## src/rtl/rps_match_engine.sv

```systemverilog
// Best-of match judge for stone/paper/scissors.
// Each start rising edge plays one round: the moves are latched, judged one
// cycle later, and the scores and round counter are updated. The match ends
// when a player reaches WIN_TARGET or MAX_ROUNDS counted rounds are played.
module rps_match_engine #(
    parameter int WIN_TARGET = 3,
    parameter int MAX_ROUNDS = 7,
    parameter int SCORE_W    = 4
) (
    input  logic               clk_i,
    input  logic               rst_n_i,
    input  logic [1:0]         p1_move_i,
    input  logic [1:0]         p2_move_i,
    input  logic               start_i,
    input  logic               clear_i,
    output logic [1:0]         round_result_o,
    output logic               result_valid_o,
    output logic [SCORE_W-1:0] p1_score_o,
    output logic [SCORE_W-1:0] p2_score_o,
    output logic [SCORE_W-1:0] round_cnt_o,
    output logic               match_done_o,
    output logic [1:0]         match_winner_o
);

    typedef enum logic [1:0] {IDLE, EVAL, RESULT, DONE} state_t;

    localparam logic [1:0] RES_TIE = 2'b00;
    localparam logic [1:0] RES_P1  = 2'b01;
    localparam logic [1:0] RES_P2  = 2'b10;
    localparam logic [1:0] RES_INV = 2'b11;

    localparam logic [SCORE_W-1:0] CNT_MAX = '1;
    localparam logic [SCORE_W-1:0] WIN_T   = SCORE_W'(WIN_TARGET);
    localparam logic [SCORE_W-1:0] MAX_R   = SCORE_W'(MAX_ROUNDS);

    state_t             state_q, state_d;
    logic               start_d_q;
    logic [1:0]         p1m_q, p1m_d, p2m_q, p2m_d;
    logic [1:0]         round_result_q, round_result_d;
    logic               result_valid_q, result_valid_d;
    logic [SCORE_W-1:0] p1_score_q, p1_score_d;
    logic [SCORE_W-1:0] p2_score_q, p2_score_d;
    logic [SCORE_W-1:0] round_cnt_q, round_cnt_d;
    logic               match_done_q, match_done_d;
    logic [1:0]         match_winner_q, match_winner_d;

    logic               rise;
    logic [1:0]         verdict;
    logic               end_cond;

    // Paper(1) beats stone(0), stone(0) beats scissors(2), scissors(2) beats paper(1).
    function automatic logic [1:0] judge(input logic [1:0] a, input logic [1:0] b);
        if (a == 2'b11 || b == 2'b11) return RES_INV;
        if (a == b) return RES_TIE;
        if ((a == 2'd1 && b == 2'd0) || (a == 2'd0 && b == 2'd2) ||
            (a == 2'd2 && b == 2'd1)) return RES_P1;
        return RES_P2;
    endfunction

    assign rise     = start_i & ~start_d_q;
    assign verdict  = judge(p1m_q, p2m_q);
    // Registered scores already hold the post-update values once in RESULT.
    assign end_cond = (p1_score_q == WIN_T) || (p2_score_q == WIN_T) ||
                      (round_cnt_q == MAX_R);

    // Next-state and output decode; clear overrides everything, including a rise.
    always_comb begin
        state_d        = state_q;
        p1m_d          = p1m_q;
        p2m_d          = p2m_q;
        round_result_d = round_result_q;
        result_valid_d = 1'b0;
        p1_score_d     = p1_score_q;
        p2_score_d     = p2_score_q;
        round_cnt_d    = round_cnt_q;
        match_done_d   = match_done_q;
        match_winner_d = match_winner_q;
        if (clear_i) begin
            state_d        = IDLE;
            round_result_d = RES_TIE;
            p1_score_d     = '0;
            p2_score_d     = '0;
            round_cnt_d    = '0;
            match_done_d   = 1'b0;
            match_winner_d = 2'b00;
        end else begin
            unique case (state_q)
                IDLE: begin
                    if (rise) begin
                        p1m_d   = p1_move_i;
                        p2m_d   = p2_move_i;
                        state_d = EVAL;
                    end
                end
                EVAL: begin
                    round_result_d = verdict;
                    result_valid_d = 1'b1;
                    if (verdict == RES_P1 && p1_score_q != CNT_MAX)
                        p1_score_d = p1_score_q + 1'b1;
                    if (verdict == RES_P2 && p2_score_q != CNT_MAX)
                        p2_score_d = p2_score_q + 1'b1;
                    if (verdict != RES_INV && round_cnt_q != CNT_MAX)
                        round_cnt_d = round_cnt_q + 1'b1;
                    state_d = RESULT;
                end
                RESULT: begin
                    if (!start_i) begin
                        if (end_cond) begin
                            state_d      = DONE;
                            match_done_d = 1'b1;
                            if (p1_score_q > p2_score_q)
                                match_winner_d = 2'b01;
                            else if (p2_score_q > p1_score_q)
                                match_winner_d = 2'b10;
                            else
                                match_winner_d = 2'b00;
                        end else begin
                            state_d = IDLE;
                        end
                    end
                end
                DONE: ;
                default: state_d = IDLE;
            endcase
        end
    end

    // State and datapath registers; start_d tracks start unconditionally.
    always_ff @(posedge clk_i or negedge rst_n_i) begin
        if (!rst_n_i) begin
            state_q        <= IDLE;
            start_d_q      <= 1'b0;
            p1m_q          <= 2'b00;
            p2m_q          <= 2'b00;
            round_result_q <= 2'b00;
            result_valid_q <= 1'b0;
            p1_score_q     <= '0;
            p2_score_q     <= '0;
            round_cnt_q    <= '0;
            match_done_q   <= 1'b0;
            match_winner_q <= 2'b00;
        end else begin
            state_q        <= state_d;
            start_d_q      <= start_i;
            p1m_q          <= p1m_d;
            p2m_q          <= p2m_d;
            round_result_q <= round_result_d;
            result_valid_q <= result_valid_d;
            p1_score_q     <= p1_score_d;
            p2_score_q     <= p2_score_d;
            round_cnt_q    <= round_cnt_d;
            match_done_q   <= match_done_d;
            match_winner_q <= match_winner_d;
        end
    end

    assign round_result_o = round_result_q;
    assign result_valid_o = result_valid_q;
    assign p1_score_o     = p1_score_q;
    assign p2_score_o     = p2_score_q;
    assign round_cnt_o    = round_cnt_q;
    assign match_done_o   = match_done_q;
    assign match_winner_o = match_winner_q;

endmodule
```

## config.mk

```make
export PLATFORM = sky130hd
export DESIGN_NAME = rps_match_engine
export DESIGN_NICKNAME = d
export VERILOG_FILES = /design/src/rtl/rps_match_engine.sv
export SDC_FILE = /design/constraint.sdc
export NUM_CORES = 1
export LEC_CHECK = 0
export CORE_ASPECT_RATIO = 0.7
export CORE_MARGIN = 2
export CORE_UTILIZATION = 30
export CTS_CLUSTER_SIZE = 14
export DETAILED_ROUTE_END_ITERATION = 12
export DONT_BUFFER_PORTS = 1
export PLACE_DENSITY = 0.54
export SYNTH_ARGS = -nofsm -noshare
export SYNTH_HDL_FRONTEND = slang
export SYNTH_SLANG_ARGS = --single-unit
```

## constraint.sdc

```tcl
create_clock -name clk_i -period 4.7 [get_ports clk_i]
set_clock_uncertainty 0.1 [all_clocks]
set_input_delay 0.705 -clock clk_i [delete_from_list [all_inputs] [get_ports clk_i]]
set_output_delay 0.705 -clock clk_i [all_outputs]
set_load 0.01 [all_outputs]
```

Word-level counts from Yosys, hierarchy flattened
Index checks and enable logic that the tools add are counted.
- word-level logic and storage cells: 107
- input port bits: 8
- register bits: 25
- muxes and demuxes: 40
- equal/unequal tests: 21
- bitwise operators: 3
- add/subtract/negate cells: 3
- magnitude comparators: 2
- reductions and logical operators: 27
- operators with widths (kind ; number):
    2-bit two-way mux ; 18
    4-bit two-way mux ; 9
    4-bit by 1-bit adder with 4-bit output, second input constant ; 3
    2-bit equality test, second input constant ; 6
    1-bit two-way mux ; 12
    4-bit inequality test, second input constant ; 3
    2-bit nonzero test ; 6
    3-bit AND reduction ; 3
    2-bit by 1-bit equality test with 1-bit output, second input constant ; 4
    4-bit by 2-bit equality test with 1-bit output, second input constant ; 2
    4-bit greater-than comparator ; 2
    1-bit logical AND ; 6
    2-bit logical NOT ; 3
    3-bit inequality test, second input constant ; 2
    2-bit one-hot mux with 3 select lines ; 1
    2-bit AND reduction ; 3
    1-bit logical OR ; 5
    4-bit by 3-bit equality test with 1-bit output, second input constant ; 1
    4-bit nonzero test ; 1
    2-bit equality test ; 1
    2-bit by 1-bit inequality test with 1-bit output, second input constant ; 1
    2-bit inequality test, second input constant ; 1
    1-bit NOT ; 2
    1-bit bitwise AND ; 1

Depth between registers and ports, before layout
Gate-level depths: netlist (run 1).
- depth after elaboration: 15
- gate-level depth with buffers: 6
- gate-level depth less buffers: 6

Worst setup path before layout (run 1)
Ideal clock, no wire load.
- path kind: in2reg
- start point: input clear_i
- end point: register p1m_q[0]
- path slack: 2788 ps
- arrival time: 1687 ps
- buffers on the path: 0
- cell stages on the path: 2
- path through: nor4b_1 mux2_2
- longest elaborated chain between the ends: 2
- RTL lines (element ; RTL line ; text):
    from (decl) ; 15 ; input logic clear_i,
    1-bit NOT (no source line) ; -- ;
    3-bit AND reduction (no source line) ; -- ;
    to (signal assigned) ; 145 ; p1m_q <= p1m_d;
    to (decl) ; 38 ; logic [1:0] p1m_q, p1m_d, p2m_q, p2m_d;
No other way between the ends.
A chain may end at the register's enable or synchronous reset.

Worst setup path in the final report (run 1)
- start point: register state_q[1]
- end point: register p2_score_q[3], in the netlist p2_score_o[3]
- longest elaborated chain between the ends: 3
- RTL lines (element ; RTL line ; text):
    from (decl) ; 36 ; state_t state_q, state_d;
    from (signal assigned) ; 143 ; state_q <= state_d;
    2-bit by 1-bit equality test with 1-bit output ; 87 ; unique case (state_q)
    2-bit nonzero test (no source line) ; -- ;
    2-bit AND reduction (no source line) ; -- ;
    to (signal assigned) ; 150 ; p2_score_q <= p2_score_d;
    to (decl) ; 42 ; logic [SCORE_W-1:0] p2_score_q, p2_score_d;
No other way between the ends.

==> results of run 1 <==
-- report_power, final --
group          internal [mW]  total (mW)  switching [mW]
clock network         0.0593       0.130          0.0708
registers              0.232       0.271          0.0395
logic                 0.0587       0.126          0.0673
-- worst max-delay path, delay by kind of cell (launching register included) --
family,cells,cell delay (ns)
buffers and inverters,1,0.08
DFF,1,0.40
and+or+nand+nor,1,0.53
AOI/OAI and AO/OA,2,0.44
adders and majority gates,1,0.50
-- final cells by class --
type / instances / area (sq um)
repair buffers: 1 / 10.0
clock buffers: 3 / 41.3
inverters: 9 / 33.8
fillers: 494 / 3220
multi-input cells: 110 / 841
flip-flops and latches: 25 / 626
well taps: 69 / 86.3
clock inverters: 1 / 5.00
-- Yosys cell counts --
| cell | instances | area (sq um) |
|---|---|---|
| ha_1 | 10 | 125 |
| mux2_2 | 6 | 67.6 |
| o2111ai_1 | 1 | 8.76 |
| buf_4 | 1 | 7.51 |
| nand3_4 | 1 | 17.5 |
| buf_2 | 1 | 5.00 |
| nor2b_1 | 2 | 12.5 |
| buf_6 | 2 | 22.5 |
| nand2_1 | 4 | 15.0 |
| nand4_1 | 1 | 6.26 |
| a21o_1 | 1 | 7.51 |
| and4b_1 | 1 | 10.0 |
| o31ai_1 | 4 | 30.0 |
| inv_1 | 9 | 33.8 |
| o21ai_0 | 5 | 25.0 |
| clkbuf_1 | 2 | 7.51 |
| and4_1 | 1 | 8.76 |
| o211a_1 | 2 | 20.0 |
| xnor2_1 | 2 | 17.5 |
| a211oi_1 | 2 | 15.0 |
| nand2b_1 | 4 | 25.0 |
| or3b_2 | 2 | 17.5 |
| o211ai_1 | 2 | 15.0 |
| or2b_1 | 1 | 7.51 |
| nor3_1 | 1 | 5.00 |
| xor2_1 | 2 | 17.5 |
| nand3_1 | 9 | 45.0 |
| o31a_1 | 1 | 8.76 |
| and3b_1 | 2 | 17.5 |
| a21oi_1 | 13 | 65.1 |
| xor2_2 | 1 | 16.3 |
| mux2i_1 | 3 | 30.0 |
| or4_1 | 3 | 22.5 |
| and3_1 | 1 | 6.26 |
| o211ai_2 | 2 | 25.0 |
| or3_1 | 3 | 18.8 |
| and4bb_2 | 1 | 12.5 |
| nor3b_1 | 3 | 22.5 |
| dfrtp_1 | 25 | 626 |
| nor2_1 | 10 | 37.5 |
| o311ai_1 | 1 | 8.76 |
| a22oi_4 | 1 | 21.3 |
| buf_1 | 1 | 3.75 |
| nor4b_1 | 1 | 8.76 |
-- layer usage --
metal | part of all wire, % | track usage [%]
met1 | 48 | 16.8
met5 | 0 | 0
met3 | 7.9 | 4.72
met2 | 44 | 20.3
met4 | 0 | 1.73
-- metrics by stage --
step	setup WS [ns]	total power, mW
4_1_cts	2.56	0.532
5_1_grt	2.36	0.562
2_1_floorplan	2.79	0.388
6_report	2.58	0.527
3_3_place_gp	2.60	0.391
3_5_place_dp	2.55	0.399
-- placed cells by master (no fill, tap or decap), types with 2 or more instances in the layout --
cell type / Yosys / final
o21ai_0: 5 / 5
or4_1: 3 / 3
or3b_2: 2 / 2
o31ai_1: 4 / 4
and3b_1: 2 / 2
nand2b_1: 4 / 4
a211oi_1: 2 / 2
o211a_1: 2 / 2
nor2b_1: 2 / 2
or3_1: 3 / 3
xnor2_1: 2 / 2
nand2_1: 4 / 4
dfrtp_1: 25 / 25
clkbuf_8: 0 / 3
ha_1: 10 / 10
o211ai_2: 2 / 2
xor2_1: 2 / 2
a21oi_1: 13 / 13
mux2i_1: 3 / 3
nand3_1: 9 / 9
inv_1: 9 / 9
nor2_1: 10 / 10
mux2_2: 6 / 6
nor3b_1: 3 / 3
o211ai_1: 2 / 2
-- cell families after synthesis --
kind of cell | Yosys count
multiplexers | 9
XOR/XNOR | 5
AO/OA/AOI/OAI | 35
buffers and inverters | 16
flip-flops | 25
AND/OR/NAND/NOR | 51
adder cells (fa/ha/maj) | 10
-- path summary, 6_finish.rpt --
check / startpoint / cells after the start / slack, ns / end
max: state_q[1] / 5 / 2.58 / p2_score_o[3]
max in group asynchronous: rst_n_i / 1 / 3.26 / p1_score_o[3]
min reg2reg: state_q[1] / 2 / 0.45 / state_q[1]
max reg2reg: state_q[1] / 5 / 2.58 / p2_score_o[3]
min in group clk_i: start_i / 0 / 0.36 / start_d_q
min: rst_n_i / 0 / 0.02 / p2m_q[1]
-- state kept, by name, indices dropped and copies added (netlist names) --
name and flops:
match_done_o 1, match_winner_o 2, p1_score_o 4, p1m_q 2, p2_score_o 4, p2m_q 2
result_valid_o 1, round_cnt_o 4, round_result_o 2, start_d_q 1, state_q 2
==> results.yml, run 1 <==
status:
  outcome: "complete, no violations"
worst_setup_path:
  cp.arrival_ns: 2.22
  crit_path_max_incr_delay_ns: 0.53
  required_ns: 4.80
  critPathKind: "reg2reg"
  cp_max_fo: 14
  path_cells: "inv_1, ha_1, o211ai_2, or4_1, a21oi_1"
  endpoint_kind: "register"
  start_kind: "register"
  slowest_stage: "or4_1"
grt:
  grt_use_total_pct: 12.6
  grt_antenna_before_repair: 0
  grt_max_degree: 26
  grt_pass1_vias: 1165
  grt.overflow.total: 0
  grt_pass1_wl_mm: 5.77
floorplanning:
  dieHeight_microns: 64.1
  ios: 26
  start_util_pct: 31.8
  num_rows: 21
  fp.dieArea_sq_um: 5750
  die_w_microns: 89.8
  core_area_sq_um: 4860
place:
  dp_hpwl_mm: 2.51
  port-buffer-count: 0
  dp.cells: 213
  gp_congestion: 0.724
  postPlaceCellArea_sq_um: 1590
route:
  vias_per_cell: 5.17
  wl_mm: 3.41
  drt_iter0_drc: 61
  antenna_left: 0
  dr.pass1.iters: 4
  dr_total_vias: 1126
  wl_per_cell_microns: 15.6
  drc: 0
clock_tree:
  clk_path_buf_depth: 2
  clock_sinks: 25
  clk_pin_slew_ns: 0.10
  htree_levels: 1
  cts_made_buffers: 3
  tritoncts: "yes"
  post_cts_resized: 0
  cts-root-buf: "clkbuf_8"
  clk-insertion-delay-late_ns: 0.27
  postCtsHoldBufs: 0
  postCtsSetupBuffers: 0
power_and_ir_drop:
  peakVddDrop_uv: 88.3
  power_density_nw_per_um2: 321
  p_leak_nw: 0.696
synth:
  synth.cell_area_sq_um: 1550
  synth_fp_nets: 169
  synth_top_family_by_area: "simple AND/OR/NAND/NOR gates"
  syn_inst: 151
  yosysSeqAreaShare_pct: 40.5
  synth_xor_area_share_pct: 3.32
  synth.area.mux_share_pct: 6.31
  synthAdderAreaFrac_pct: 8.09
  synth-seq-cells: 25
  synth_compound_area_share_pct: 16.2
  ys_types: 44
  avgSynthCellArea_sq_um: 10.2
  synthSimpleGateAreaFrac_pct: 20.5
  ys.warnings.count: 0
timing:
  timing.final.crit_share_pct: 45.1
  tightest_slew_ns: 0.860
  maxSlewViolCount: 0
  fin_setup_tns_ns: 0
  rsz0062_at_grt: "no"
  fmaxAchievable_mhz: 471
  finalHoldViolCount: 0
  setup_viol: 0
  period_needed_ns: 2.12
  maxSlewHeadroom_pct: 41.9
  fin_hold_ws_ns: 0.0247
final_layout:
  postLayoutCellArea_sq_um: 1640
  instances_no_fill: 218
  final_core_utilization_pct: 33.8
  fin_nets: 168
  antenna_cells: 0
  drive_gt1_share_pct: 12.1
  syn_to_final_growth_pct: 6.23
job:
  maxCapViolCount: 0
min_path:
  min_path_type: "in2async"
Note: power is estimated with default switching activity, not from simulation.
==> run 2: changes to the inputs <==
--- a/config.mk
+++ b/config.mk
@@ -11,7 +11,7 @@
 export CTS_CLUSTER_SIZE = 14
 export DETAILED_ROUTE_END_ITERATION = 12
 export DONT_BUFFER_PORTS = 1
-export PLACE_DENSITY = 0.54
+export PLACE_DENSITY = 0.55
 export SYNTH_ARGS = -nofsm -noshare
 export SYNTH_HDL_FRONTEND = slang
 export SYNTH_SLANG_ARGS = --single-unit
==> constraint.sdc (replaced) <==
create_clock -name clk_i -period 1.9 [get_ports clk_i]
set_clock_uncertainty 0.1 [all_clocks]
set_input_delay 0.285 -clock clk_i [delete_from_list [all_inputs] [get_ports clk_i]]
set_output_delay 0.285 -clock clk_i [all_outputs]
set_load 0.01 [all_outputs]
==> run 2 against run 1 <==
  * First-iteration DRC count unchanged
  * Final area up 13%
  * Die area unchanged
  * Worst setup slack worse by 2.5 ns
  * Power rose to 2.6 times the previous value
==> results.yml, run 2 (same netlist as run 1, synthesis figures left out) <==
status:
  outcome: "complete, no violations"
final_layout:
  fillers: 465
  fin_nets: 190
  final_core_utilization_pct: 38.2
  syn_to_final_growth_pct: 20.1
  antenna_cells: 0
  final_common_cell: "dfrtp_1"
  postLayoutCellArea_sq_um: 1860
  mostFrequentLayoutCells: "21 x dfrtp_1, 19 x buf_4, 13 x a21oi_1, 10 x nor2_1"
  drive_gt1_share_pct: 26.9
floorplanning:
  dieHeight_microns: 64.1
  num_rows: 21
  core_area_sq_um: 4860
  ios: 26
  fp.dieArea_sq_um: 5750
  die_w_microns: 89.8
  start_util_pct: 31.8
place:
  gp_congestion: 0.753
  port-buffer-count: 0
  postPlaceCellArea_sq_um: 1730
  dp_hpwl_mm: 2.68
worst_setup_path:
  required_ns: 1.99
  reg2reg_depth: 7
  endpoint_kind: "register"
  start_kind: "register"
  cp_max_fo: 4
  critPathKind: "reg2reg"
  cp.arrival_ns: 1.89
timing:
  fin_setup_tns_ns: 0
  timing.final.crit_share_pct: 94.8
  fmaxAchievable_mhz: 555
  rsz0062_at_grt: "no"
  fin_hold_ws_ns: 0.0587
  finalHoldViolCount: 0
  maxSlewViolCount: 0
  period_needed_ns: 1.80
  setup_viol: 0
  maxSlewHeadroom_pct: 46.2
  tightest_slew_ns: 0.805
power_and_ir_drop:
  p_switching_mw: 0.463
  p_leak_nw: 0.812
  power_density_nw_per_um2: 742
  switching_share_pct: 33.6
  pwr-share-comb_pct: 28.7
  peakVddDrop_uv: 336
  clkPwrFrac_pct: 23.5
  p_int_mw: 0.915
  pwr-share-seq_pct: 47.8
clock_tree:
  cts-root-buf: "clkbuf_8"
  clk_path_buf_depth: 2
  cts_made_buffers: 3
  htree_levels: 1
  clk-insertion-delay-late_ns: 0.27
  clk_pin_slew_ns: 0.09
  clock_sinks: 25
  tritoncts: "yes"
grt:
  grt_pass1_vias: 1249
  grt_use_total_pct: 13.5
  grt_antenna_before_repair: 0
  grt.overflow.total: 0
  grt_max_degree: 26
  grt_pass1_wl_mm: 6.20
route:
  met2WireLength_mm: 1.63
  dr.pass1.iters: 4
  wl_per_cell_microns: 15.2
  dr_total_vias: 1206
  antenna_left: 0
  drc: 0
  vias_per_cell: 5.03
  routed-wl-met3_microns: 276
  wl_mm: 3.66
  top_layer: "met4"
  drt-met1-wl_mm: 1.73
  drt_iter0_drc: 61
min_path:
  hold_path_depth: 1
  min_path_type: "in2reg"
job:
  maxCapViolCount: 0
[run 2: metal layers]
layer  vias up  track usage, %
met4         0            1.73
met1       578            17.0
met2        31            23.4
li1        595               -
met5         -               0
met3         2            4.48
[run 2: layout make-up]
class	instances	area (sq um)	share of cell area (%)
multi-input cells	110	865	46.6
flip-flops and latches	25	631	34.0
repair buffers	23	193	10.4
well taps	69	86.3	4.65
clock buffers	3	41.3	2.22
inverters	9	33.8	1.82
clock inverters	1	7.51	0.404
[run 2: power groups by stage]
stage | Sequential [mW] | Clock [mW] | Combinational [mW]
finish | 0.658 | 0.324 | 0.395
global route | 0.671 | 0.360 | 0.436
CTS | 0.655 | 0.339 | 0.394
detailed placement | 0.666 | 0 | 0.362
global placement | 0.657 | 0 | 0.353
floorplan | 0.613 | 0 | 0.346
[run 2: repair_timing]
item                                    in CTS  in global routing
buffers inserted                             0                  0
hold buffers                                 4                  0
gates resized for setup                      0                  9
endpoints found under the setup margin       0                  6
endpoints found under the hold margin       45                  0
[run 2: per-stage QoR]
stage / setup slack (ns) / std cells / total power [mW]
6_report: 0.0994 / 240 / 1.38
5_1_grt: 0.00382 / 240 / 1.47
4_1_cts: 0.0386 / 240 / 1.39
3_5_place_dp: 0.0897 / 232 / 1.03
3_3_place_gp: 0.102 / 232 / 1.01
2_1_floorplan: 0.117 / 151 / 0.959
[run 2: final timing paths]
path	from	end	slack, ns
max	p1_score_o[1]	match_winner_o[1]	0.1
min	p1_move_i[1]	p1m_q[1]	0.06
max reg2reg	p1_score_o[1]	match_winner_o[1]	0.1
min reg2reg	state_q[1]	state_q[1]	0.46
max in group asynchronous	rst_n_i	p1_score_o[2]	1.20
min in group asynchronous	rst_n_i	p2_score_o[3]	0.33
[run 2: worst max-delay path, stage by stage, from the launching register on]
cell and delay (ns):
dfrtp_1 0.38, buf_4 0.16, inv_1 0.05, ha_1 0.28, and4b_1 0.19, a211oi_1 0.06, or3_1 0.34, a21oi_1 0.15
==> run 3: changes to the inputs <==
--- a/config.mk
+++ b/config.mk
@@ -5,6 +5,7 @@
 export SDC_FILE = /design/constraint.sdc
 export NUM_CORES = 1
 export LEC_CHECK = 0
+export ABC_AREA = 1
 export CORE_ASPECT_RATIO = 0.7
 export CORE_MARGIN = 2
 export CORE_UTILIZATION = 30
==> run 3 against run 2 <==
  * Power down 14%
  * First-iteration DRC count down 44%
  * Synthesized cell count up 24%
  * Die area down 6.0%
  * Critical path type unchanged
  * Critical endpoint unchanged
==> results.yml, run 3 <==
status:
  outcome: "complete, no violations"
power_and_ir_drop:
  peakVddDrop_uv: 247
  p_int_mw: 0.800
  p_switching_mw: 0.379
  p_leak_nw: 0.810
  pwr-share-comb_pct: 20.8
  power_density_nw_per_um2: 724
  clkPwrFrac_pct: 27.6
  pwr-share-seq_pct: 51.6
  switching_share_pct: 32.2
place:
  postPlaceCellArea_sq_um: 1530
  port-buffer-count: 0
  post-place-ws_ns: 0.255
  gp_congestion: 0.828
  dp.cells: 245
  dp_hpwl_mm: 2.42
timing:
  layout_setup_ws_ns: 0.221
  tightest_slew_ns: 0.316
  finalHoldViolCount: 0
  fin_setup_tns_ns: 0
  rsz0062_at_grt: "no"
  setup_viol: 0
  maxSlewViolCount: 0
  fmaxAchievable_mhz: 596
  timing.final.crit_share_pct: 88.4
  maxSlewHeadroom_pct: 78.9
  period_needed_ns: 1.68
worst_setup_path:
  path_delay_family: "simple AND/OR/NAND/NOR gates"
  crit_path_max_incr_delay_ns: 0.46
  slowest_stage: "dfrtp_1"
  cp.arrival_ns: 1.75
  crit-reg2reg-launch: "p1_score_o[0]"
  cp_max_fo: 4
  start_kind: "register"
  endpoint_kind: "register"
  startpoint: "p1_score_o[0]"
  path_buf_inv: 0
  critPathKind: "reg2reg"
  path_common_cell: "nand2_1"
  path_cells: "ha_1, nand3_1, nand3_1, nand2_1, nor2_1, nor2_1, nand2_1, nand2_1"
  required_ns: 1.97
synth:
  synth.area.mux_share_pct: 0
  synth_xor_area_share_pct: 0
  async_flop_share_pct: 100
  synth-seq-cells: 25
  yosys.cell_count.top_type: "nand2_1"
  ys_types: 23
  synthAdderAreaFrac_pct: 8.64
  ys.warnings.count: 0
  synth_top_family_by_area: "simple AND/OR/NAND/NOR gates"
  synth_edf_count: 0
  ys.flop_type: "dfrtp_1"
  synth_compound_area_share_pct: 9.59
  synth_common_cells: "47 x nand2_1, 25 x dfrtp_1, 21 x nor2_1"
  synth.area.top_cells: "dfrtp_1 43%, nand2_1 12%, ha_1 8.6%"
  synth_area_leader_cell: "dfrtp_1"
  synth.cell_area_sq_um: 1450
  syn_inst: 187
  yosysSeqAreaShare_pct: 43.2
  avgSynthCellArea_sq_um: 7.75
  synth_top_cell_area_share_pct: 43.2
  synthSimpleGateAreaFrac_pct: 31.6
  synth_fp_nets: 205
clock_tree:
  tritoncts: "yes"
  clk_path_buf_depth: 2
  clk_pin_slew_ns: 0.09
  clk-insertion-delay-late_ns: 0.27
  clock_sinks: 25
  cts-root-buf: "clkbuf_8"
  htree_levels: 1
  cts_made_buffers: 3
  post_cts_resized: 0
route:
  antenna_left: 0
  wl_per_cell_microns: 12.9
  dr.pass1.iters: 4
  drc: 0
  wl_mm: 3.26
  dr_total_vias: 1200
  vias_per_cell: 4.74
  drt_iter0_drc: 34
grt:
  grt_use_total_pct: 13.1
  grt.overflow.total: 0
  grt_pass1_wl_mm: 5.69
  grt_max_degree: 26
  grt_antenna_before_repair: 0
  grt_pass1_vias: 1160
floorplanning:
  start_util_pct: 30.8
  fp.dieArea_sq_um: 5410
  die_w_microns: 87.1
  dieHeight_microns: 62.1
  num_rows: 21
  ios: 26
  core_area_sq_um: 4700
final_layout:
  postLayoutCellArea_sq_um: 1630
  seqCellArea_sq_um: 626
  fin_nets: 215
  final_common_cell: "nand2_1"
  fillers: 496
  multi_input_area_sq_um: 722
  instances_no_fill: 253
  mostFrequentLayoutCells: "47 x nand2_1, 25 x dfrtp_1, 21 x nor2_1, 20 x inv_1, 16 x nand3_1"
  syn_to_final_growth_pct: 12.3
  drive_gt1_share_pct: 10.2
  antenna_cells: 0
job:
  maxCapViolCount: 0
min_path:
  min_path_type: "in2reg"
  hold_start: "p2_move_i[0]"
==> run 3: changes by cell type after synthesis, moves of 4 or more <==
cell      change
o31ai_1       -4
inv_1        +11
nand2_1      +43
nand3_1       +7
nand2b_1      -4
nand4_1       +5
mux2_2        -6
o21ai_0       +5
nor2_1       +11
==> run 3: per-stage QoR <==
stage	power [mW]	utilization, %	hold WS, ns
2_1_floorplan	0.793	-	-0.111
3_3_place_gp	0.841	32.6	-0.110
3_5_place_dp	0.842	32.6	-0.110
4_1_cts	1.20	34.6	0.0573
5_1_grt	1.26	34.6	0.0603
6_report	1.18	34.6	0.0630
==> run 3: path summary, 6_finish.rpt <==
path	to	slack [ns]	cells past startpoint
max	match_winner_o[1]	0.22	8
min	p2m_q[0]	0.06	2
max reg2reg	match_winner_o[1]	0.22	8
min reg2reg	match_winner_o[1]	0.47	2
max in group asynchronous	p2_score_o[1]	1.19	2
min in group asynchronous	p1m_q[0]	0.35	2
==> run 3: layout make-up <==
| cell class | instances | area share, % |
|---|---|---|
| inverters | 24 | 5.61 |
| clock buffers | 4 | 2.77 |
| multi-input cells | 136 | 44.4 |
| well taps | 57 | 4.38 |
| repair buffers | 7 | 4.46 |
| flip-flops and latches | 25 | 38.4 |
==> run 3: power by group through the flow <==
stage / combinational (mW) / sequential, mW / clock [mW]
finish: 0.246 / 0.608 / 0.325
global route: 0.282 / 0.614 / 0.361
CTS: 0.249 / 0.608 / 0.345
detailed placement: 0.224 / 0.618 / 0
global placement: 0.223 / 0.618 / 0
floorplan: 0.182 / 0.610 / 0
==> run 3: logic make-up (layout without fill, tap and decap cells) <==
family                     count (synthesis)  after routing
adders and majority gates                 10             10
AOI/OAI and AO/OA                         26             26
DFF                                       25             25
and+or+nand+nor                          100            100
buffers and inverters                     26             35
==> run 3: layer usage <==
metal,vias up,track usage [%],routed length [microns]
li1,626,-,-
met1,543,19.9,1750
met2,29,16.6,1220
met3,2,6.12,261
met4,0,2.93,25
met5,-,0,0
==> run 3: repair_timing <==
action,CTS,global route
endpoints found under the setup margin,0,0
buffers inserted,0,0
hold endpoints to repair,31,0
hold buffers,4,0
